`src/rtl/mem_wb_pipe_stage.sv`:
```
// mem_wb_pipe_stage
//   MEM->WB pipeline stage built as a 2-entry elastic (skid) register on a
//   valid/ready handshake. The head entry drives the writeback outputs; the
//   skid entry absorbs one extra entry while WB stalls. in_ready is taken
//   straight from a flop, so there is no combinational path from out_ready.
//   Optional feature macro: MEM_WB_FWD_EN adds forwarding outputs
//   (fwdValid, fwdReg, fwdData) taken combinationally from the head entry.

module mem_wb_pipe_stage #(
    parameter int DATA_W     = 32,
    parameter int REG_ADDR_W = 5
) (
    input  logic                  clk,
    input  logic                  rst_n,
    input  logic                  flush,
    input  logic                  in_valid,
    output logic                  in_ready,
    input  logic                  hit,
    input  logic [DATA_W-1:0]     readData,
    input  logic [DATA_W-1:0]     ALUResult,
    input  logic [REG_ADDR_W-1:0] writeReg,
    input  logic                  RegWrite,
    input  logic                  MemToReg,
    output logic                  out_valid,
    input  logic                  out_ready,
    output logic                  hit_OUT,
    output logic [DATA_W-1:0]     readData_OUT,
    output logic [DATA_W-1:0]     ALUResult_OUT,
    output logic [REG_ADDR_W-1:0] writeReg_OUT,
    output logic                  MemToReg_OUT,
    output logic                  RegWrite_OUT
`ifdef MEM_WB_FWD_EN
    ,
    output logic                  fwdValid,
    output logic [REG_ADDR_W-1:0] fwdReg,
    output logic [DATA_W-1:0]     fwdData
`endif
);

    // One pipeline entry as carried from MEM to WB.
    typedef struct packed {
        logic                  hit;
        logic [DATA_W-1:0]     readData;
        logic [DATA_W-1:0]     aluResult;
        logic [REG_ADDR_W-1:0] writeReg;
        logic                  regWrite;
        logic                  memToReg;
    } wbEntry_t;

    wbEntry_t inEntry;
    wbEntry_t headEntry;
    wbEntry_t skidEntry;

    logic headValid;
    logic skidValid;

    logic accept;
    logic pop;

    logic headLoadIn;
    logic headLoadSkid;
    logic skidLoad;
    logic headValidNext;
    logic skidValidNext;

    assign inEntry = '{
        hit:       hit,
        readData:  readData,
        aluResult: ALUResult,
        writeReg:  writeReg,
        regWrite:  RegWrite,
        memToReg:  MemToReg
    };

    // Handshake terms; both are evaluated against the same rising edge.
    assign in_ready = !skidValid;
    assign accept   = in_valid & in_ready;
    assign pop      = headValid & out_ready;

    // Decide where each entry moves at the coming edge; flush overrides all.
    always_comb begin
        // NOTE: every output of this block gets a default first, so no path
        // leaves one unassigned and no latch is inferred.
        headLoadIn    = 1'b0;
        headLoadSkid  = 1'b0;
        skidLoad      = 1'b0;
        headValidNext = headValid;
        skidValidNext = skidValid;

        if (flush) begin
            // The handshake still completes, but everything is dropped.
            headValidNext = 1'b0;
            skidValidNext = 1'b0;
        end else if (!headValid) begin
            // Empty stage: skid is necessarily empty too.
            if (accept) begin
                headLoadIn    = 1'b1;
                headValidNext = 1'b1;
            end
        end else if (pop) begin
            if (skidValid) begin
                // Overflow entry moves up; in_ready was low, so no accept.
                headLoadSkid  = 1'b1;
                skidValidNext = 1'b0;
            end else if (accept) begin
                // Replace the head in the same cycle: no bubble.
                headLoadIn    = 1'b1;
            end else begin
                headValidNext = 1'b0;
            end
        end else if (accept) begin
            // Head stalled: park the new entry in the skid slot.
            skidLoad      = 1'b1;
            skidValidNext = 1'b1;
        end
    end

    // Occupancy flags; reset drops any in-flight entries immediately.
    always_ff @(posedge clk or negedge rst_n) begin
        // NOTE: sequential state uses non-blocking assignments so every flop
        // samples the pre-edge values regardless of statement order.
        if (!rst_n) begin
            headValid <= 1'b0;
            skidValid <= 1'b0;
        end else begin
            headValid <= headValidNext;
            skidValid <= skidValidNext;
        end
    end

    // Head payload loads only when written, so outputs hold during a stall.
    always_ff @(posedge clk or negedge rst_n) begin
        // NOTE: payload flops are reset even though valid qualifies them, so
        // writeback never sees X straight after reset.
        if (!rst_n) begin
            headEntry <= '0;
        end else if (headLoadSkid) begin
            headEntry <= skidEntry;
        end else if (headLoadIn) begin
            headEntry <= inEntry;
        end
    end

    // Skid payload captures the overflow entry while the head is stalled.
    always_ff @(posedge clk or negedge rst_n) begin
        if (!rst_n) begin
            skidEntry <= '0;
        end else if (skidLoad) begin
            skidEntry <= inEntry;
        end
    end

    // Writeback outputs come from the head; a bubble never writes.
    assign out_valid     = headValid;
    assign hit_OUT       = headEntry.hit;
    assign readData_OUT  = headEntry.readData;
    assign ALUResult_OUT = headEntry.aluResult;
    assign writeReg_OUT  = headEntry.writeReg;
    assign MemToReg_OUT  = headEntry.memToReg;
    assign RegWrite_OUT  = headValid & headEntry.regWrite;

`ifdef MEM_WB_FWD_EN
    // Forwarding view of the head entry; register x0 is never forwarded.
    assign fwdValid = headValid & headEntry.regWrite & (headEntry.writeReg != '0);
    assign fwdReg   = headEntry.writeReg;
    assign fwdData  = headEntry.memToReg ? headEntry.readData : headEntry.aluResult;
`endif

endmodule
```
`config.mk`:
```
export PLATFORM = sky130hd
export DESIGN_NAME = mem_wb_pipe_stage
export DESIGN_NICKNAME = d
export VERILOG_FILES = /design/src/rtl/mem_wb_pipe_stage.sv
export SDC_FILE = /design/constraint.sdc
export NUM_CORES = 1
export LEC_CHECK = 0
export CORE_MARGIN = 10
export CORE_UTILIZATION = 40
export CTS_CLUSTER_DIAMETER = 30
export DETAILED_ROUTE_END_ITERATION = 16
export HOLD_SLACK_MARGIN = 0.03
export PLACE_DENSITY_LB_ADDON = 0.25
export SETUP_SLACK_MARGIN = 0.02
export SYNTH_ARGS = -nofsm -noshare
export SYNTH_HDL_FRONTEND = slang
export SYNTH_SLANG_ARGS = --single-unit
export TNS_END_PERCENT = 10
```
`constraint.sdc`:
```
create_clock -name clk -period 2 [get_ports clk]
set_input_delay 0.3 -clock clk [delete_from_list [all_inputs] [get_ports clk]]
set_output_delay 0.3 -clock clk [all_outputs]
set_load 0.03 [all_outputs]
```
Word level (Yosys, flattened, before mapping)

Index checks and enable logic that the tools add are counted.

Flip-flop bits (word level): 146
Input port bits: 77
Output and inout port bits: 74
Logic and storage cells: 44

Muxes and demuxes: 22
Bitwise operators: 3
Reduce and logical (&&, ||, !) cells: 5

Operators with widths:

| cell                | count |
|---|---|
| 72-bit 2-to-1 mux   | 2 |
| 1-bit 2-to-1 mux    | 20 |
| 2-bit nonzero test  | 2 |
| 1-bit bitwise AND   | 3 |
| 3-bit nonzero test  | 1 |
| 2-bit AND reduction | 1 |
| 1-bit logical NOT   | 1 |

Depth between registers and ports, before layout

Gate-level depths: netlist of run 1.

Word-level depth: 9
Depth in mapped cells: 6
Depth with buffers taken out: 3

Least setup slack after synthesis of run 1

No wires, ideal clock.

Kind: reg2reg
Start point: register headValid, in the netlist out_valid
End point: register headEntry (netlist bit readData_OUT[10])
Library setup time: 0.125 ns
Data arrival time: 1.925 ns
Required time: 1.875 ns
Slack: -0.051 ns
Stages on the path, launching flop included: 6
Buffers on the path: 2
Period minus slack after synthesis: 2.051 ns
Cells stage by stage: dfrtp_1 -> buf_6 -> nor2b_4 -> a2111oi_4 -> buf_6 -> mux2_4

Word-level cells in the longest chain between the ends: 5
Elaborated cells on any way between the ends: 9
Classes of those cells: mux (7); bitwise (1); reduce/logical (1)

RTL lines:

| element                                                 | line | source |
|---|---|---|
| start, declared                                         | 54   | `logic headValid;` |
| start signal, assigned                                  | 126  | `headValid <= headValidNext;` |
| 1-bit bitwise AND                                       | 78   | `assign pop = headValid & out_ready;` |
| 1-bit 2-to-1 mux                                        | 100  | `end else if (pop) begin` |
| 1-bit 2-to-1 mux                                        | 94   | `end else if (!headValid) begin` |
| 1-bit 2-to-1 mux                                        | 90   | `if (flush) begin` |
| 72-bit 2-to-1 mux or 2-bit nonzero test (tied branches) | n/a  |  |
| end signal, assigned                                    | 138  | `headEntry <= skidEntry;` |
| end signal, assigned                                    | 140  | `headEntry <= inEntry;` |
| end, declared                                           | 51   | `wbEntry_t headEntry;` |

Several ways; a longest one is shown, not always the timed one.
A chain may end at the register's enable or synchronous reset.

Worst setup path in the final report of run 1

Start point: register skidValid
End point: output in_ready

Word-level cells in the longest chain between the ends: 1

RTL lines:

| element                | line | source |
|---|---|---|
| start, declared        | 55   | `logic skidValid;` |
| start signal, assigned | 127  | `skidValid <= skidValidNext;` |
| 1-bit logical NOT      | 76   | `assign in_ready = !skidValid;` |
| end, declared          | 17   | `output logic in_ready,` |

No other way between the ends.

==> results of run 1 <==
-- repair_timing --
action                                 CTS  global route
hold buffers                             1             0
endpoints found under the hold margin   42             0
setup buffers                            0             0
resized for setup                        1             1
setup endpoints to repair                1             1
-- cell families after synthesis --
logic type,Yosys count,synth area share
muxes,216,0.357
DFF,146,0.528
buffers and inverters,95,0.100
and+or+nand+nor,6,0.00688
AOI/OAI and AO/OA,5,0.00724
-- sequential cells by signal, indices dropped and copies added (netlist names) --
name,count
hit_OUT,1
out_valid,1
skidValid,1
readData_OUT,32
headEntry,1
writeReg_OUT,5
skidEntry,72
ALUResult_OUT,32
MemToReg_OUT,1
-- per-layer routing --
layer	global-route usage	vias to the layer above	share of wire
li1	-	1788	-
met1	0.153	1986	0.41
met2	0.215	85	0.51
met3	0.0561	8	0.074
met4	0.0346	0	0.0074
met5	0	-	0
-- power by group through the flow --
stage	Combinational (W)	Sequential, W	Clock, W
floorplan	0.00195	0.00399	0
global placement	0.00253	0.00407	0
detailed placement	0.00259	0.00412	0
CTS	0.00259	0.00408	0.00344
global route	0.00270	0.00416	0.00357
finish	0.00254	0.00406	0.00333
-- cells in the final DEF, fill, tap and decap left out, drive strengths merged --
cell / count
and2: 1
dlygate4sd2: 1
dlygate4sd3: 1
clkinvlp: 2
dfrtp: 146
clkbuf: 22
a21oi: 2
nor4b: 1
nand2b: 1
buf: 28
o21ai: 1
mux2: 216
nor2: 1
bufinv: 4
nand4b: 1
clkinv: 3
inv: 2
a2111oi: 1
a211oi: 1
nor2b: 1
dlymetal6s2s: 1
clkdlybuf4s50: 147
-- final cells by class --
type	instances	area share
sequential	146	0.405
multi-input combinational	227	0.286
timing repair buffer	178	0.207
clock buffer	22	0.0526
tap	225	0.0312
clock inverter	9	0.0171
inverter	2	0.000833
-- path summary, 6_finish.rpt --
kind / startpoint / end / slack (ns) / cells after the start
max: skidValid / in_ready / 0.12 / 2
min: rst_n / readData_OUT[24] / 0.39 / 2
max reg2reg: out_valid / skidEntry[52] / 0.15 / 5
min reg2reg: headEntry[1] / headEntry[1] / 0.50 / 1
max in group asynchronous: rst_n / ALUResult_OUT[31] / 0.89 / 3
min in group clk: headEntry[1] / headEntry[1] / 0.50 / 1
-- stage by stage --
step | utilization | total power (W) | hold slack (ns) | setup TNS, ns | cells
detailed placement | 0.489 | 0.00671 | 0.266 | -24.28 | 777
global placement | 0.489 | 0.00661 | 0.262 | -21.22 | 777
floorplan | - | 0.00595 | 0.00441 | 0 | 468
CTS | 0.526 | 0.0101 | 0.396 | 0 | 809
finish | 0.526 | 0.00994 | 0.387 | 0 | 809
global route | 0.526 | 0.0104 | 0.415 | 0 | 809
==> flow_summary_export.csv, run 1 <==
group,metric,value,unit
sta,fin_skew,0.00707,ns
floorplanning,rows,48,
placed_design,post-place-ws,-0.217,ns
sta,tightest_slew,0.459,ns
logic_synthesis,ys_seq_area_frac,0.528,
drt,antenna_left,0,
pwr,p_switching,0.00271,W
finish,nets,649,
logic_synthesis,synth_common_cells,"mux2_2, dfrtp_1, buf_4",
drt,vias,3867,
sta,setup_ws,0.121,ns
logic_synthesis,synth.most_common_cell,"mux2_2",
floorplanning,io_pins,151,
logic_synthesis,yosys_warnings,0,
critical_path,required,1.70,ns
global_routing,overflow,0,
sta,setup_viol,0,
pwr,p_leak,3.78,nW
clock_tree,cts_buffer_depth,2,
clock_tree,cts_tree,"built",
floorplanning,die_y,151,um
critical_path,cp_cell_sequence,"inv_1 > clkdlybuf4s50_1",
sta,slew_headroom,0.694,
sta,hold_viol,0,
pwr,intPower,0.00723,W
clock_tree,cts_max_level,4,
placed_design,place.gp.congestion,0.751,
logic_synthesis,synth_nets,545,
hold_path,hold_class,"in -> async",
clock_tree,cts-root-buf,"clkbuf_16",
logic_synthesis,async_flop_share,1.00,
run_status,outcome,"finished clean",
critical_path,cp_slowest_stage_delay,0.66,ns
drt,wl_per_cell,17.8,um
drt,drt_iter0_drc,62,
pwr,seqPwrFrac,0.409,
global_routing,grt_max_degree,60,
critical_path,critPathTopFamily,"buffers and inverters",
critical_path,crit_type,"reg -> out",
finish,n_antenna_cell,0,
global_routing,grt_pass1_wl,23.2,mm
critical_path,path_buf_inv,2,
finish,area_delta_synth_final,30.3,%
placed_design,place_area,0.00837,sq mm
sta,timing.fmax,532,MHz
sta,rsz0062_at_grt,"no",
global_routing,grt_pass1_vias,4347,
pwr,pwr-share-clk,0.335,
pwr,pwr_density_cell,1100,mW/mm^2
sta,timing.final.crit_period,1.88,ns
floorplanning,coreArea,0.0171,sq mm
placed_design,port_buffers,150,
clock_tree,clk_pin_slew,0.06,ns
critical_path,worstSetupStartpointType,"flop",
pwr,combinationalPowerShare,0.256,
global_routing,grt_antenna_before_repair,0,
clock_tree,numCtsBuffers,17,
drt,first_pass_iters,4,
finish,multi_input_area,0.00257,sq mm
logic_synthesis,synth.top_cell.area_share,0.528,
logic_synthesis,syn_avg_cell_area,14.8,sq um
logic_synthesis,yosys-top-cells-area,"dfrtp_1, mux2_2, buf_4",
logic_synthesis,syn_inst,468,
pwr,switching_share,0.273,
run,max_cap_violations,0,
sta,slew_violations,0,
critical_path,end_kind,"output port",
placed_design,hpwlAfterDp,10.6,mm
logic_synthesis,syn-cell-area,0.00692,sq mm
finish,drive_above_1_share,0.473,
critical_path,crit_fanout,7,
logic_synthesis,ys_seq_elements,146,
sta,finalCritPeriodShare,0.939,
critical_path,arrival,1.58,ns
floorplanning,start_util,0.404,
finish,design_area,0.00901,sq mm
logic_synthesis,synth_top_cell_by_area,"dfrtp_1",
logic_synthesis,ys.flop_type,"dfrtp_1",
logic_synthesis,synth_cell_types,18,
drt,drc,0,
logic_synthesis,synth_edf_count,0,
drt,drt_wl_total,14.4,mm
floorplanning,die_w,151,um
global_routing,gr-usage-all-layers,0.131,
finish,fillers,1445,
clock_tree,clock_latency,0.41,ns
finish,regArea,0.00365,sq mm
drt,routed_via_density,4.78,
clock_tree,cts.sinks,146,
pwr,peakVddDrop,0.680,mV
critical_path,slowest_stage,"clkdlybuf4s50_1",
floorplanning,dieArea,0.0229,sq mm
(Power assumes the default switching activity.)
==> run 2: changes to the inputs <==
- CORE_MARGIN: 10 -> unset
- clock period: 2 -> 1.56 ns (I/O delays scaled with it)
==> flow_summary_export.csv, run 2 (same netlist as run 1, synthesis figures left out) <==
group,metric,value,unit
global_routing,grt_pass1_vias,4422,
pwr,p_switching,0.00359,W
pwr,total_power,0.0129,W
critical_path,rr_startpoint,"out_valid",
finish,layout.cells.most_common,"dfrtp_1",
sta,setup_ws,-0.202,ns
critical_path,crit_top_cell,"buf_12",
critical_path,path_buf_inv,4,
clock_tree,cts_max_level,4,
pwr,intPower,0.00929,W
placed_design,hpwlAfterDp,9.32,mm
floorplanning,rows,47,
drt,drt_wl_total,15.4,mm
drt,antenna_left,0,
floorplanning,dieArea,0.0178,sq mm
sta,timing.fmax,568,MHz
critical_path,required,1.85,ns
clock_tree,clock_latency,0.41,ns
pwr,pwr-share-clk,0.332,
sta,tns,-21.03,ns
drt,routed_via_density,4.86,
global_routing,grt_antenna_before_repair,0,
clock_tree,cts.sinks,146,
pwr,combinationalPowerShare,0.262,
critical_path,cp_slowest_stage_delay,0.58,ns
global_routing,overflow,0,
finish,n_antenna_cell,0,
clock_tree,cts_buffer_depth,2,
finish,fillers,1344,
clock_tree,cts_tree,"built",
sta,tightest_slew,0.366,ns
run,max_cap_violations,0,
critical_path,path_depth,7,
drt,drt_iter0_drc,109,
sta,rsz0062_at_grt,"yes",
critical_path,crit_type,"in -> reg",
clock_tree,cts-root-buf,"clkbuf_16",
finish,regMostFlops,"skidEntry",
critical_path,end_kind,"flop",
clock_tree,numCtsBuffers,17,
floorplanning,coreArea,0.0168,sq mm
drt,wl_per_cell,18.7,um
run_status,outcome,"complete, but fails checks",
floorplanning,start_util,0.413,
critical_path,regToRegEndpoint,"ALUResult_OUT[17]",
placed_design,port_buffers,150,
critical_path,worstSetupStartpointType,"input port",
sta,holdWs,0.299,ns
drt,drc,0,
hold_path,hold_class,"in -> async",
floorplanning,io_pins,151,
critical_path,critPathTopFamily,"buffers and inverters",
sta,finalCritPeriodShare,1.13,
pwr,pwr_density_cell,1340,mW/mm^2
global_routing,grt_pass1_wl,23.6,mm
critical_path,arrival,2.05,ns
sta,hold_viol,0,
finish,nets,670,
finish,area_delta_synth_final,39.2,%
sta,setup_viol,146,
finish,utilization,0.574,
finish,largest_reg_flops,72,
sta,slew_headroom,0.757,
sta,fin_skew,0.00834,ns
critical_path,crit_fanout,14,
placed_design,place.gp.congestion,0.715,
pwr,seqPwrFrac,0.407,
finish,drive_above_1_share,0.506,
pwr,peakVddDrop,0.700,mV
clock_tree,clk_pin_slew,0.06,ns
drt,vias,4013,
critical_path,critical_path.startpoint,"in_valid",
run_status,failed_checks,"negative setup slack",
global_routing,grt_max_degree,47,
sta,timing.final.crit_period,1.76,ns
critical_path,reg2reg_slack,-0.19,ns
critical_path,reg2regPathDepth,5,
sta,slew_violations,0,
floorplanning,die_y,133,um
drt,first_pass_iters,4,
finish,mostFrequentLayoutCells,"dfrtp_1, mux2_2, mux2_4",
pwr,p_leak,4.32,nW
global_routing,gr-usage-all-layers,0.171,
pwr,switching_share,0.278,
floorplanning,die_w,133,um
critical_path,cp_cell_sequence,"clkdlybuf4s50_1 > nor2_1 > a2111oi_4 > buf_4 > buf_12 > buf_12 > mux2_2",
critical_path,slowest_stage,"clkdlybuf4s50_1",
-- run 2: cell types whose count changed in the layout (fill, tap and decap cells not counted), sizes merged --
cell	change
buf	+17
bufinv	-1
clkbuf	+8
clkdlybuf4s50	-72
dlygate4sd2	+70
dlymetal6s2s	-1
-- run 2: what timing repair did --
action                                 CTS  global route
setup endpoints to repair              218           145
pin swaps                                0             1
hold buffers                             1             0
cloned                                   1             8
setup buffers                            5             8
endpoints found under the hold margin   29             0
resized for setup                      152            21
-- run 2: power by group through the flow --
stage	clock [W]	combinational, W	sequential (W)
2_1_floorplan	0	0.00251	0.00512
3_3_place_gp	0	0.00321	0.00523
3_5_place_dp	0	0.00328	0.00528
4_1_cts	0.00436	0.00331	0.00523
5_1_grt	0.00455	0.00357	0.00535
6_report	0.00427	0.00337	0.00524
-- run 2: metal layers --
metal | global-route usage | vias up | part of all wire
li1 | - | 1828 | -
met1 | 0.221 | 2060 | 0.45
met2 | 0.275 | 112 | 0.48
met3 | 0.0468 | 13 | 0.054
met4 | 0.0593 | 0 | 0.011
met5 | 0 | - | 0
-- run 2: worst max path at each step --
stage                         to  slack (ns)
2_1_floorplan   readData_OUT[10]       -0.36
3_3_place_gp       skidEntry[56]       -0.54
3_5_place_dp   ALUResult_OUT[17]       -0.58
4_1_cts        ALUResult_OUT[17]       -0.19
5_1_grt         ALUResult_OUT[3]       -0.24
6_report        ALUResult_OUT[2]       -0.20
-- run 2: through the flow --
step	cells	area, sq um	setup WS (ns)
CTS	809	9300	-0.194
detailed placement	771	8400	-0.578
global placement	771	8400	-0.536
finish	825	9630	-0.202
global route	825	9630	-0.239
floorplan	468	6920	-0.356
-- run 2: final cells by class --
class / instances / area (sq um) / area share
Sequential cell: 146 / 3660 / 0.380
Multi-Input combinational cell: 227 / 2880 / 0.299
Timing Repair Buffer: 199 / 2170 / 0.226
Clock buffer: 23 / 508 / 0.0528
Tap cell: 220 / 275 / 0.0286
Clock inverter: 8 / 124 / 0.0129
Inverter: 2 / 7.51 / 0.000780
-- run 2: worst reg2reg max path: stages (launching register included) --
cell and delay (ns):
dfrtp_2 0.45, nand4b_1 0.13, buf_6 0.21, buf_16 0.20, mux2_2 0.38, mux2_2 0.27
==> run 3: changes to the inputs <==
- GPL_TIMING_DRIVEN: unset -> 1
==> results of run 3 <==
The final DEF is identical to that of run 2; final timing and power are the same.
